## config.mk

```make
export PLATFORM = sky130hd
export DESIGN_NAME = i2c_slave_reg_controller
export DESIGN_NICKNAME = d
export VERILOG_FILES = /design/src/rtl/i2c_pkg.sv /design/src/rtl/i2c_reg_bank.sv /design/src/rtl/i2c_slave_reg_controller.sv
export SDC_FILE = /design/constraint.sdc
export NUM_CORES = 1
export LEC_CHECK = 0
export CELL_PAD_IN_SITES_DETAIL_PLACEMENT = 0
export CELL_PAD_IN_SITES_GLOBAL_PLACEMENT = 1
export CORE_MARGIN = 2
export CORE_UTILIZATION = 49
export DETAILED_ROUTE_END_ITERATION = 16
export PLACE_DENSITY_LB_ADDON = 0.1
export SETUP_SLACK_MARGIN = 0.02
export SLEW_MARGIN = 0
export SYNTH_ARGS = -nofsm -noshare
export SYNTH_HDL_FRONTEND = slang
export SYNTH_SLANG_ARGS = --single-unit
```

## constraint.sdc

```tcl
create_clock -name clock -period 8.6 [get_ports clock]
set_input_delay 2.58 -clock clock [delete_from_list [all_inputs] [get_ports clock]]
set_output_delay 2.58 -clock clock [all_outputs]
set_load 0.005 [all_outputs]
```

## src/rtl/i2c_pkg.sv

```systemverilog
// Shared definitions for the I2C slave register-map controller.
package i2c_pkg;

    localparam int unsigned DEF_NUM_REGS = 16;
    localparam logic [6:0]  DEF_DEV_ADDR = 7'h50;

    typedef enum logic [2:0] {
        ST_IDLE,
        ST_WAIT_TXN,
        ST_GET_PTR,
        ST_RX_DATA,
        ST_TX_DATA
    } state_t;

endpackage

```

## src/rtl/i2c_reg_bank.sv

```systemverilog
// NUM_REGS x 8 register bank: I2C write port A beats host write port B,
// two registered read ports (transmit pointer and host address).
module i2c_reg_bank
    import i2c_pkg::*;
#(
    parameter int NUM_REGS = DEF_NUM_REGS,
    parameter int PTR_W    = $clog2(NUM_REGS)
) (
    input  logic             clock,
    input  logic             reset,
    input  logic             a_we_i,
    input  logic [PTR_W-1:0] a_addr_i,
    input  logic [7:0]       a_wdata_i,
    input  logic             b_we_i,
    input  logic [PTR_W-1:0] b_addr_i,
    input  logic [7:0]       b_wdata_i,
    input  logic [PTR_W-1:0] rd_tx_addr_i,
    input  logic [PTR_W-1:0] rd_host_addr_i,
    output logic [7:0]       rd_tx_data_o,
    output logic [7:0]       rd_host_data_o,
    output logic             collision_o
);

    logic [7:0] mem_q [NUM_REGS];
    logic [7:0] rd_tx_q;
    logic [7:0] rd_host_q;
    logic       collision_q;

    always_ff @(posedge clock or posedge reset) begin
        if (reset) begin
            for (int i = 0; i < NUM_REGS; i++) mem_q[i] <= '0;
        end else if (a_we_i) begin
            mem_q[a_addr_i] <= a_wdata_i;
        end else if (b_we_i) begin
            mem_q[b_addr_i] <= b_wdata_i;
        end
    end

    // Reads sample the array before this edge's write, so a write shows up
    // on the read ports exactly one cycle later.
    always_ff @(posedge clock or posedge reset) begin
        if (reset) begin
            rd_tx_q     <= '0;
            rd_host_q   <= '0;
            collision_q <= 1'b0;
        end else begin
            rd_tx_q     <= mem_q[rd_tx_addr_i];
            rd_host_q   <= mem_q[rd_host_addr_i];
            collision_q <= a_we_i & b_we_i;
        end
    end

    assign rd_tx_data_o   = rd_tx_q;
    assign rd_host_data_o = rd_host_q;
    assign collision_o    = collision_q;

endmodule

```

## src/rtl/i2c_slave_reg_controller.sv

```systemverilog
// Register-map controller for the I2C slave byte engine: pointer/write FSM,
// transfer edge detection and a host-shared register bank.
module i2c_slave_reg_controller
    import i2c_pkg::*;
#(
    parameter int         NUM_REGS = DEF_NUM_REGS,
    parameter int         PTR_W    = $clog2(NUM_REGS),
    parameter logic [6:0] DEV_ADDR = DEF_DEV_ADDR,
    parameter bit         WRAP     = 1'b1
) (
    input  logic             clock,
    input  logic             reset,
    input  logic             enable,
    output logic             slv_enable,
    output logic [6:0]       slv_address,
    output logic [7:0]       slv_data_write,
    input  logic [7:0]       slv_data_read,
    input  logic             slv_rw_flag,
    input  logic             slv_data_finish,
    input  logic             slv_transfer,
    input  logic             slv_error,
    input  logic [PTR_W-1:0] host_addr,
    input  logic             host_we,
    input  logic [7:0]       host_wdata,
    output logic [7:0]       host_rdata,
    output logic             host_collision,
    output logic             reg_wr_pulse,
    output logic [PTR_W-1:0] reg_wr_index,
    output logic [PTR_W-1:0] ptr,
    output logic             bad_byte
);

    state_t           state_q, state_d;
    logic [PTR_W-1:0] ptr_q, ptr_d;
    logic             bad_q, bad_d;
    logic             wr_en;
    logic             xfer_q;
    logic             xfer_start, xfer_end;
    logic             slv_enable_q;
    logic             reg_wr_pulse_q;
    logic [PTR_W-1:0] reg_wr_index_q;
    logic             unused_rd_bits;

    assign unused_rd_bits = ^slv_data_read;

    function automatic logic [PTR_W-1:0] adv(input logic [PTR_W-1:0] p);
        if (!WRAP && p == PTR_W'(NUM_REGS - 1)) return p;
        return p + PTR_W'(1);
    endfunction

    assign xfer_start = slv_transfer & ~xfer_q;
    assign xfer_end   = ~slv_transfer & xfer_q;

    // xfer_q resets high so a transfer already running at reset release is
    // not mistaken for a fresh start; the controller waits for the next one.
    always_ff @(posedge clock or posedge reset) begin
        if (reset) begin
            state_q        <= ST_IDLE;
            ptr_q          <= '0;
            bad_q          <= 1'b0;
            xfer_q         <= 1'b1;
            slv_enable_q   <= 1'b0;
            reg_wr_pulse_q <= 1'b0;
            reg_wr_index_q <= '0;
        end else begin
            state_q        <= state_d;
            ptr_q          <= ptr_d;
            bad_q          <= bad_d;
            xfer_q         <= slv_transfer;
            slv_enable_q   <= enable;
            reg_wr_pulse_q <= wr_en;
            reg_wr_index_q <= ptr_q;
        end
    end

    always_comb begin
        state_d = state_q;
        ptr_d   = ptr_q;
        bad_d   = bad_q;
        wr_en   = 1'b0;
        if (!enable) begin
            state_d = ST_IDLE;
        end else begin
            case (state_q)
                ST_IDLE: state_d = ST_WAIT_TXN;
                ST_WAIT_TXN: begin
                    if (xfer_start) begin
                        bad_d   = 1'b0;
                        state_d = slv_rw_flag ? ST_GET_PTR : ST_TX_DATA;
                    end
                end
                ST_GET_PTR: begin
                    if (slv_data_finish) begin
                        if (slv_error) bad_d = 1'b1;
                        else           ptr_d = slv_data_read[PTR_W-1:0];
                        state_d = ST_RX_DATA;
                    end
                    if (xfer_end) state_d = ST_WAIT_TXN;
                end
                ST_RX_DATA: begin
                    if (slv_data_finish) begin
                        if (slv_error) begin
                            bad_d = 1'b1;
                        end else begin
                            wr_en = 1'b1;
                            ptr_d = adv(ptr_q);
                        end
                    end
                    if (xfer_end) state_d = ST_WAIT_TXN;
                end
                ST_TX_DATA: begin
                    if (slv_data_finish) ptr_d = adv(ptr_q);
                    if (xfer_end) state_d = ST_WAIT_TXN;
                end
                default: state_d = ST_IDLE;
            endcase
        end
    end

    i2c_reg_bank #(
        .NUM_REGS (NUM_REGS),
        .PTR_W    (PTR_W)
    ) u_bank (
        .clock          (clock),
        .reset          (reset),
        .a_we_i         (wr_en),
        .a_addr_i       (ptr_q),
        .a_wdata_i      (slv_data_read),
        .b_we_i         (host_we),
        .b_addr_i       (host_addr),
        .b_wdata_i      (host_wdata),
        .rd_tx_addr_i   (ptr_q),
        .rd_host_addr_i (host_addr),
        .rd_tx_data_o   (slv_data_write),
        .rd_host_data_o (host_rdata),
        .collision_o    (host_collision)
    );

    assign slv_enable   = slv_enable_q;
    assign slv_address  = DEV_ADDR;
    assign reg_wr_pulse = reg_wr_pulse_q;
    assign reg_wr_index = reg_wr_index_q;
    assign ptr          = ptr_q;
    assign bad_byte     = bad_q;

endmodule

```

# Yosys cells after proc, flatten, opt, wreduce, memory -nomap -nowiden
# Cells that the tools add are included.
# totals
register_bits	160
input_bits	28
word_cells	99
out_inout_bits	35
# classes
reduce_logical	11
eq_ne	15
n_bitwise	7
order_cmp	4
mux	35
addsub	1
# ops
cell	count
128-bit bitwise mux	2
128-bit two-way mux	2
8-bit binary-select mux with 4-bit select	2
8-bit demux with 4-bit select	2
8-bit two-way mux	6
4-bit two-way mux	5
3-bit two-way mux	6
2-bit != test, second input constant	6
3-bit case mux with 4 select lines	1
4-bit case mux with 3 select lines	1
5-bit >= comparator, second input constant	2
5-bit by 1-bit < comparator with 1-bit output, second input constant	2
4-bit NOT with 5-bit output	2
1-bit two-way mux	7
7-bit AND reduction	1
3-bit by 2-bit equality test with 1-bit output, second input constant	2
5-bit AND reduction	1
4-bit by 1-bit adder with 4-bit output, second input constant	1
2-bit by 1-bit != test with 1-bit output, second input constant	2
4-bit != test, second input constant	1
2-bit nonzero test	2
2-bit OR reduction	2
1-bit AND	3
3-bit by 1-bit equality test with 1-bit output, second input constant	1
other kinds (9)	11

# Depth between registers and ports, before layout
# Gate-level depths: netlist of run 1.
# depth
depth_word	8
ltp_mapped	10
mapped_depth_nobuf	6

# Modules after synthesis
# From an unflattened synthesis of run 1, not the netlist that was laid out.
# unflattened
cells_unflattened	765
area_unflattened_um2	9183.8
# by_module_without_submodules
module	seq_area_each_um2	instances	cells_per_inst	area_each_um2
i2c_reg_bank	3628.5	1	693	8420.6
i2c_slave_reg_controller	376.6	1	72	763.2

# Worst setup path after synthesis of run 1
# No wires, ideal clock.
# synth_path
path_kind	in2reg
start	in host_addr[0]
end	reg u_bank.mem_q[91] in the netlist's numbering
path_stages	6
required_time_ns	8.474
n_path_buf	2
arrival_time_ns	4.023
path_slack_ns	4.451
setup_ns	0.126
path_cell_list	buf_2 or4b_1 buf_2 a211oi_4 nor2_2 a221o_1
# synth_via
elab_chain_len	8
# synth_lines
element	line_no	rtl
from (decl)	i2c_slave_reg_controller.sv:22	input logic [PTR_W-1:0] host_addr,
4-bit NOT with 5-bit output (implied by the code) *	i2c_reg_bank.sv:35	mem_q[b_addr_i] <= b_wdata_i;
5-bit >= comparator (implied by the code) or 5-bit by 1-bit < comparator with 1-bit output (tied branches)	i2c_reg_bank.sv:35	
1-bit logical AND (implied by the code)	i2c_reg_bank.sv:35	
8-bit two-way mux (implied by the code)	i2c_reg_bank.sv:35	
8-bit demux with 4-bit select *	i2c_reg_bank.sv:35	
128-bit bitwise mux *	i2c_reg_bank.sv:35	
128-bit two-way mux *	i2c_reg_bank.sv:34	end else if (b_we_i) begin
128-bit two-way mux *	i2c_reg_bank.sv:32	end else if (a_we_i) begin
to (signal, indexed assignment)	i2c_reg_bank.sv:33	mem_q[a_addr_i] <= a_wdata_i;
to (signal, indexed assignment)	i2c_reg_bank.sv:35	
to (decl)	i2c_reg_bank.sv:24	logic [7:0] mem_q [NUM_REGS];
# Mark *: on every way between the ends. The rest lies on a longest branch, timed or not. The select of a mux whose other input is x is not followed.
# A chain may end at the register's enable or synchronous reset.

# Worst setup path in the final report of run 1
# layout_path
start	in host_addr[1]
end	reg u_bank.mem_q[79] in the netlist's numbering
# Same word-level chain as after synthesis.

==> results of run 1 <==
## metal layers
metal | GRT usage | wire length, um | vias to the layer above
met4 | 0.0956 | 696 | 2
li1 | - | - | 3134
met5 | 0 | 13 | -
met2 | 0.499 | 14900 | 424
met1 | 0.439 | 13100 | 3927
met3 | 0.0872 | 2850 | 82
## power by group
group | switching, W | internal (W)
registers | 0.000118 | 0.000915
logic | 0.000366 | 0.000393
clock network | 0.000320 | 0.000485
## cells in the final DEF (no fill, tap or decap), types with 5 or more instances in the layout
| master | n |
|---|---|
| a22o_1 | 56 |
| nor3b_1 | 7 |
| o221ai_1 | 8 |
| inv_1 | 34 |
| o211ai_1 | 11 |
| nor3_1 | 24 |
| nor4_4 | 12 |
| conb_1 | 7 |
| a211oi_1 | 6 |
| mux4_2 | 80 |
| a221o_1 | 37 |
| nand2_1 | 25 |
| a21o_1 | 57 |
| a211o_1 | 6 |
| clkbuf_16 | 17 |
| nand2b_1 | 8 |
| clkdlybuf4s50_1 | 53 |
| nor2_2 | 7 |
| dfrtp_1 | 158 |
| nor4_1 | 8 |
| nor2_1 | 28 |
| a21oi_1 | 12 |
| o22ai_1 | 8 |
| a31oi_1 | 5 |
| o21ai_0 | 12 |
| nand3_1 | 18 |
| buf_4 | 18 |
| mux2i_1 | 10 |
## flip-flops by register name (all words and copies together) (netlist names)
name / cells
u_bank.rd_host_data_o: 8
state_q: 3
xfer_q: 1
reg_wr_pulse: 1
u_bank.rd_tx_data_o: 8
slv_enable: 1
reg_wr_index: 4
ptr: 4
u_bank.collision_o: 1
bad_byte: 1
u_bank.mem_q: 128
## area by class of cell
| cell class | instances | area [um^2] | share of cell area |
|---|---|---|---|
| clock inverter | 11 | 164 | 0.0150 |
| timing repair buffer | 73 | 676 | 0.0618 |
| clock buffer | 21 | 440 | 0.0403 |
| multi-input combinational | 512 | 5170 | 0.473 |
| sequential | 160 | 4010 | 0.367 |
| inverter | 36 | 140 | 0.0128 |
| tap | 265 | 332 | 0.0303 |
## stage by stage
step           hold slack, ns  power, W  utilization  instances  instance area (um^2)
2_1_floorplan           0.391   0.00151            -        787                  9720
3_3_place_gp            0.472   0.00177        0.531       1046                 10300
3_5_place_dp            0.486   0.00179        0.531       1046                 10300
4_1_cts                 0.500   0.00259        0.562       1078                 10900
5_1_grt                 0.517   0.00270        0.562       1078                 10900
6_report                0.502   0.00260        0.562       1078                 10900
## worst register-to-register path: cells and delay by family (launching register included)
kind / cells / cell delay (ns)
simple gates: 2 / 0.81
flops: 1 / 0.36
buf+inv: 3 / 1.12
fa+ha+maj: 1 / 0.27
mux: 1 / 0.41
## cells by family (layout without fill, tap and decap cells)
logic type	after synthesis	in the layout	synth area share
compound gates	238	238	0.207
fa+ha+maj	4	4	0.00516
buf+inv	115	141	0.0561
flops	160	160	0.413
mux	93	93	0.200
other cells	2	7	0.000774
simple gates	170	170	0.118
## worst max path at each step
stage / depth (start not counted) / startpoint / endpoint / slack (ns)
2_1_floorplan: 1 / reset / bad_byte / 1.70
6_report: 6 / host_addr[1] / u_bank.mem_q[79] / 3.39
3_5_place_dp: 6 / host_addr[1] / u_bank.mem_q[79] / 3.03
5_1_grt: 6 / slv_error / u_bank.mem_q[40] / 3.25
3_3_place_gp: 6 / host_addr[1] / u_bank.mem_q[79] / 3.12
4_1_cts: 6 / slv_error / u_bank.mem_q[40] / 3.50
## Yosys cell counts (4+ instances only)
library cell	number	area [um^2]
a21o_1	57	428
buf_2	30	150
clkbuf_1	31	116
mux4_2	80	1800
o211ai_1	11	82.6
nor4_1	8	50.1
o221ai_1	8	70.1
buf_4	12	90.1
o21ai_0	12	60.1
a22o_1	56	490
nand2b_1	8	50.1
nand2_1	25	93.8
ha_1	4	50.1
nor3b_1	7	52.6
nor2b_1	4	25.0
a21oi_1	12	60.1
dfrtp_1	159	3980
nor2_1	28	105
mux2i_1	10	100
nand3_1	18	90.1
o22ai_1	8	50.1
a31oi_1	5	31.3
inv_1	35	131
a211o_1	6	52.6
a221o_1	37	370
nor3_1	24	120
a211oi_1	6	45.0
nor4_4	12	255
nor2_2	7	43.8
buf_6	4	45.0
==> impl_metrics.py, run 1 <==
metrics = {
    "critical_path": {
        "crit_type": "in -> reg",
        "worstPathRequired_ns": 8.93,
        "r2r-end": "u_bank.mem_q[24]",
        "crit_path_top_delay_cell": "nor4bb_1",
        "r2r_slack_ns": 5.51,
        "rr_worst_depth": 7,
        "worst_ep_arrival_time_ns": 5.54,
        "r2r_start": "ptr[0]",
        "worst-path-buf-inv": 2,
        "endpoint_kind": "register",
        "crit_path_cell_trace": "buf_2 > buf_4 > nor4bb_1 > o211ai_1 > and3_1 > a211o_1",
        "max_stage_delay_ns": 0.94,
        "startpoint_type": "primary input",
        "critPathMaxFanout": 38,
        "crit_family": "simple AND/OR/NAND/NOR gates",
    },
    "power": {
        "pwr_density_cell_nw_per_um2": 238,
        "irDropWorstVdd_v": 0.000154,
        "leakagePower_nw": 4.77,
    },
    "global_routing": {
        "grt_max_degree": 107,
        "grt_pass1_wl_um": 48200,
        "antenna_found_initial": 1,
        "overflow": 0,
        "first_global_vias": 7676,
        "grt.total_usage": 0.319,
    },
    "routing": {
        "viasPerCell": 7.02,
        "drt-initial-drc-count": 917,
        "routed_wl_um": 31600,
        "drc": 0,
        "wl_per_cell_um": 29.3,
        "num_vias": 7569,
        "dr.pass1.iters": 6,
        "antenna_left": 0,
    },
    "clock_tree": {
        "cts_tree": "yes",
        "clk_pin_slew_ns": 0.07,
        "postCtsSetupRepairBufs": 0,
        "clock_latency_ns": 0.44,
        "numCtsBuffers": 17,
        "clockBufferDepth": 2,
        "numClockSinks": 160,
        "postCtsResizedCells": 0,
        "htree_levels": 4,
        "clockRootBuffer": "clkbuf_16",
        "hold_buffers": 0,
    },
    "outcome": {
        "status": "completed",
    },
    "synth": {
        "synth_cell_type_count": 66,
        "ys_ff_latch": 160,
        "synth_ff_type": "dfrtp_1",
        "ys_warn_count": 0,
        "synthArstFlopShare": 1.00,
        "synthCells": 782,
        "yosysSeqAreaShare": 0.413,
        "synthesis.area_um2": 9700,
        "syn_area_per_cell_um2": 12.4,
        "synth-edff-count": 0,
    },
    "sta": {
        "final.setup_skew_ns": 0.0110,
        "max_freq_ghz": 0.192,
        "final.setup.worst_slack_ns": 3.39,
        "finalSetupViolCount": 0,
        "finalMaxSlewViolations": 0,
        "post-route-period-util": 0.606,
        "rsz0062_at_grt": "no",
        "worst_pin_slew_ns": 1.10,
        "period_minus_slack_ns": 5.21,
        "slew_headroom": 0.262,
        "hold_viol": 0,
        "totalNegativeSetupSlack_ns": 0,
    },
    "floorplan": {
        "die_w_um": 145,
        "core_area_um2": 19500,
        "ios": 63,
        "rows": 51,
        "initial_utilization": 0.498,
        "fp.dieH_um": 145,
        "die_area_um2": 20900,
    },
    "placed_design": {
        "gp_congestion": 0.900,
        "io_buffers": 55,
        "pre_cts_ws_ns": 3.03,
        "dpl.hpwl_um": 21600,
    },
    "layout": {
        "diodes": 0,
        "layout-drive-gt1-share": 0.215,
        "fin_nets": 832,
        "syn2layout_area_growth_pct": 12.7,
        "fillers": 1612,
    },
    "hold_path": {
        "min_to": "u_bank.mem_q[89]",
        "min_path_cells": 1,
        "hp-class": "reg -> reg",
        "hp-start": "u_bank.mem_q[89]",
    },
    "run": {
        "max-cap-violations": 0,
    },
}
(Power assumes the default switching activity.)
==> run 2, diff against run 1 <==
Settings changed: CORE_UTILIZATION 49 to 45.
Clock period 8.6 ns to 4.4 ns, I/O delays scaled along.
==> impl_metrics.py, run 2 (synthesis results as in run 1) <==
metrics = {
    "critical_path": {
        "worstPathRequired_ns": 4.69,
        "critPathMaxFanout": 11,
        "endpoint_kind": "register",
        "startpoint_type": "primary input",
        "crit_type": "in -> reg",
        "worst_ep_arrival_time_ns": 3.87,
    },
    "clock_tree": {
        "cts_tree": "yes",
        "numClockSinks": 160,
        "hold_buffers": 0,
        "postCtsSetupRepairBufs": 0,
        "clockRootBuffer": "clkbuf_16",
        "clk_pin_slew_ns": 0.07,
        "clockBufferDepth": 2,
        "htree_levels": 4,
        "postCtsResizedCells": 0,
        "clock_latency_ns": 0.44,
        "numCtsBuffers": 17,
    },
    "layout": {
        "final_common_cell": "dfrtp_1",
        "largest_reg_flops": 128,
        "utilization": 0.530,
        "top_register": "u_bank.mem_q",
        "fin_area_um2": 11200,
        "layout-drive-gt1-share": 0.246,
        "syn2layout_area_growth_pct": 15.2,
        "diodes": 0,
        "fin_nets": 861,
        "final_cell_mix": "dfrtp_1 (158), mux4_2 (80), a21o_1 (57)",
    },
    "routing": {
        "num_vias": 7672,
        "wl_per_cell_um": 28.7,
        "drt-initial-drc-count": 975,
        "viasPerCell": 6.87,
        "dr.pass1.iters": 5,
        "routed_wl_um": 32000,
        "antenna_left": 0,
        "drc": 0,
    },
    "global_routing": {
        "grt_pass1_wl_um": 49400,
        "overflow": 0,
        "antenna_found_initial": 0,
        "grt_max_degree": 48,
        "first_global_vias": 7777,
        "grt.total_usage": 0.298,
    },
    "floorplan": {
        "die_area_um2": 22700,
        "die_w_um": 151,
        "initial_utilization": 0.460,
        "core_area_um2": 21100,
        "rows": 53,
        "fp.dieH_um": 151,
        "ios": 63,
    },
    "sta": {
        "hold_viol": 0,
        "totalNegativeSetupSlack_ns": 0,
        "finalSetupViolCount": 0,
        "slew_headroom": 0.328,
        "period_minus_slack_ns": 3.59,
        "rsz0062_at_grt": "no",
        "worst_pin_slew_ns": 1.01,
        "post-route-period-util": 0.815,
        "final.setup_skew_ns": 0.0104,
        "max_freq_ghz": 0.279,
        "finalMaxSlewViolations": 0,
    },
    "power": {
        "irDropWorstVdd_v": 0.000249,
        "leakagePower_nw": 4.92,
        "pwr_density_cell_nw_per_um2": 448,
    },
    "placed_design": {
        "dpl.hpwl_um": 23200,
        "io_buffers": 55,
        "gp_congestion": 0.929,
        "place_area_um2": 10600,
    },
    "run": {
        "max-cap-violations": 0,
    },
    "hold_path": {
        "hp-class": "reg -> reg",
    },
    "outcome": {
        "status": "completed",
    },
}
[run 2: cell count changes in the layout (fill, tap and decap cells not counted), sizes merged]
cell / before / now
inv: 37 / 42
buf: 20 / 49
clkbuf: 21 / 20
clkinv: 4 / 2
bufinv: 4 / 1
clkinvlp: 2 / 3
[run 2: cell type report]
class | count | area [um^2]
multi-input cells | 512 | 5170
clock inverters | 12 | 123
repair buffers | 102 | 931
well taps | 275 | 344
flip-flops and latches | 160 | 4010
fillers | 1790 | 9920
inverters | 36 | 139
clock buffers | 20 | 457
[run 2: path summary, 6_finish.rpt]
| path | startpoint | to | slack, ns | cells after the start |
|---|---|---|---|---|
| max in group asynchronous | reset | u_bank.mem_q[90] | 2.14 | 3 |
| setup / recovery | enable | u_bank.mem_q[74] | 0.81 | 6 |
| setup reg to reg | ptr[1] | u_bank.mem_q[111] | 1.52 | 5 |
| min in group asynchronous | reset | u_bank.rd_tx_data_o[0] | 1.46 | 2 |
| hold / removal | ptr[2] | reg_wr_index[2] | 0.48 | 0 |
| hold reg to reg | ptr[2] | reg_wr_index[2] | 0.48 | 0 |
[run 2: layer usage]
metal,up-vias,track usage,wire length [um]
met1,3976,0.406,13000
li1,3192,-,-
met4,0,0.107,1020
met2,439,0.469,15200
met5,-,0,0
met3,65,0.0717,2840
[run 2: critical path: stages]
cell and delay [ns]:
clkdlybuf4s50_1 0.56, and2_1 0.65, buf_4 0.24, a21oi_1 0.17, o21ai_0 0.76, o211ai_1 0.17
[run 2: power breakdown]
group          internal, W  switching (W)  total [W]
registers          0.00179       0.000285    0.00207
clock network     0.000824       0.000666    0.00149
logic             0.000780       0.000667    0.00145
total              0.00339        0.00162    0.00501
[run 2: metrics by stage]
step / hold slack (ns) / cells / total power, W / setup slack (ns)
after floorplan: 0.391 / 787 / 0.00295 / 1.05
after global placement: 0.457 / 1085 / 0.00347 / 0.502
after detailed placement: 0.468 / 1085 / 0.00351 / 0.428
after CTS: 0.487 / 1117 / 0.00500 / 0.878
after global routing: 0.524 / 1117 / 0.00522 / 0.753
final: 0.480 / 1117 / 0.00501 / 0.814
==> run 3, diff against run 2 <==
Settings changed: CORE_UTILIZATION 45 to 49.
Clock period 4.4 ns to 3.45 ns, I/O delays scaled along.
==> impl_metrics.py, run 3 (synthesis results as in run 1) <==
metrics = {
    "outcome": {
        "status": "completed",
    },
    "sta": {
        "post-route-period-util": 0.870,
        "final.setup.worst_slack_ns": 0.447,
        "worst_pin_slew_ns": 0.860,
        "hold_viol": 0,
        "finalMaxSlewViolations": 0,
        "totalNegativeSetupSlack_ns": 0,
        "period_minus_slack_ns": 3.00,
        "max_freq_ghz": 0.333,
        "finalSetupViolCount": 0,
        "rsz0062_at_grt": "no",
        "final.setup_skew_ns": 0.0125,
        "slew_headroom": 0.425,
    },
    "floorplan": {
        "fp.dieH_um": 145,
        "initial_utilization": 0.498,
        "ios": 63,
        "die_area_um2": 20900,
        "rows": 51,
        "core_area_um2": 19500,
        "die_w_um": 145,
    },
    "routing": {
        "wl_per_cell_um": 28.3,
        "drc": 0,
        "num_vias": 7752,
        "dr.pass1.iters": 7,
        "viasPerCell": 6.80,
        "antenna_left": 0,
        "routed_wl_um": 32300,
        "drt-initial-drc-count": 910,
    },
    "power": {
        "leakagePower_nw": 5.09,
        "irDropWorstVdd_v": 0.000356,
        "pwr_density_cell_nw_per_um2": 560,
    },
    "hold_path": {
        "hp-start": "u_bank.mem_q[117]",
        "hp-class": "reg -> reg",
    },
    "global_routing": {
        "grt_pass1_wl_um": 49800,
        "grt.total_usage": 0.326,
        "antenna_found_initial": 2,
        "first_global_vias": 8050,
        "grt_max_degree": 59,
        "overflow": 0,
    },
    "layout": {
        "top_register": "u_bank.mem_q",
        "largest_reg_flops": 128,
        "syn2layout_area_growth_pct": 18.1,
        "final_common_cell": "dfrtp_1",
        "utilization": 0.588,
        "fin_nets": 894,
        "layout-drive-gt1-share": 0.274,
        "final_cell_mix": "dfrtp_1 (158), mux4_2 (80), buf_4 (73)",
        "diodes": 0,
        "fillers": 1649,
    },
    "critical_path": {
        "r2r_slack_ns": 0.85,
        "r2r_start": "ptr[0]",
        "crit_type": "in -> reg",
        "endpoint_kind": "register",
        "crit_path_cell_trace": "clkdlybuf4s50_1 > nand3_1 > a211oi_1 > nor2_2 > a221o_1",
        "crit_path_top_delay_cell": "clkdlybuf4s50_1",
        "startpoint_type": "primary input",
        "max_stage_delay_ns": 0.71,
        "critPathMaxFanout": 8,
        "worst_ep_arrival_time_ns": 3.33,
        "worstPathRequired_ns": 3.78,
        "startpoint": "host_we",
    },
    "clock_tree": {
        "postCtsResizedCells": 0,
        "clockRootBuffer": "clkbuf_16",
        "clk_pin_slew_ns": 0.07,
        "clock_latency_ns": 0.44,
        "htree_levels": 4,
        "clockBufferDepth": 2,
        "hold_buffers": 0,
        "numCtsBuffers": 17,
        "postCtsSetupRepairBufs": 0,
        "cts_tree": "yes",
        "numClockSinks": 160,
    },
    "placed_design": {
        "gp_congestion": 0.973,
        "pre_cts_ws_ns": 0.0831,
        "dpl.hpwl_um": 23400,
        "io_buffers": 55,
    },
    "run": {
        "max-cap-violations": 0,
    },
}
[run 3: changes by cell type in the layout (fill, tap and decap cells not counted)]
cell	delta
clkinv_2	+1
clkbuf_8	-1
clkinv_4	+1
buf_12	+4
buf_4	+29
inv_6	-1
[run 3: power breakdown]
| part | internal, W | total, W | switching [W] |
|---|---|---|---|
| Combinational | 0.00101 | 0.00188 | 0.000864 |
| Sequential | 0.00228 | 0.00264 | 0.000359 |
| Clock | 0.00103 | 0.00189 | 0.000865 |
[run 3: final timing paths]
path / endpoint / depth (start not counted)
worst max register to register: u_bank.mem_q[39] / 5
max in group asynchronous: u_bank.mem_q[25] / 3
worst min-delay path: u_bank.mem_q[117] / 1
min in group asynchronous: u_bank.mem_q[103] / 2
worst max-delay path: u_bank.mem_q[3] / 5
worst min register to register: u_bank.mem_q[117] / 1
[run 3: area by class of cell]
class,instances,area (um^2),area share
Multi-Input combinational cell,512,5170,0.452
Sequential cell,160,4010,0.350
Timing Repair Buffer,135,1230,0.107
Clock buffer,19,443,0.0387
Tap cell,265,332,0.0290
Inverter,36,139,0.0121
Clock inverter,13,128,0.0111
[run 3: per-layer routing]
layer,share of wire,track usage
met2,0.48,0.513
met4,0.027,0.124
met3,0.081,0.0731
met5,0.00084,0
met1,0.42,0.446
[run 3: worst max-delay path, delay by kind of cell]
kind / cells / cell delay, ns
buffers and inverters: 1 / 0.71
AOI/OAI and AO/OA: 2 / 0.91
and+or+nand+nor: 2 / 0.66
[run 3: metrics by stage]
stage | cell area, um^2 | instances | hold WS, ns | total power [W]
floorplan | 9720 | 787 | 0.391 | 0.00376
global placement | 10900 | 1108 | 0.470 | 0.00446
detailed placement | 10900 | 1108 | 0.483 | 0.00451
CTS | 11400 | 1140 | 0.501 | 0.00639
global route | 11400 | 1140 | 0.520 | 0.00665
finish | 11400 | 1140 | 0.497 | 0.00641
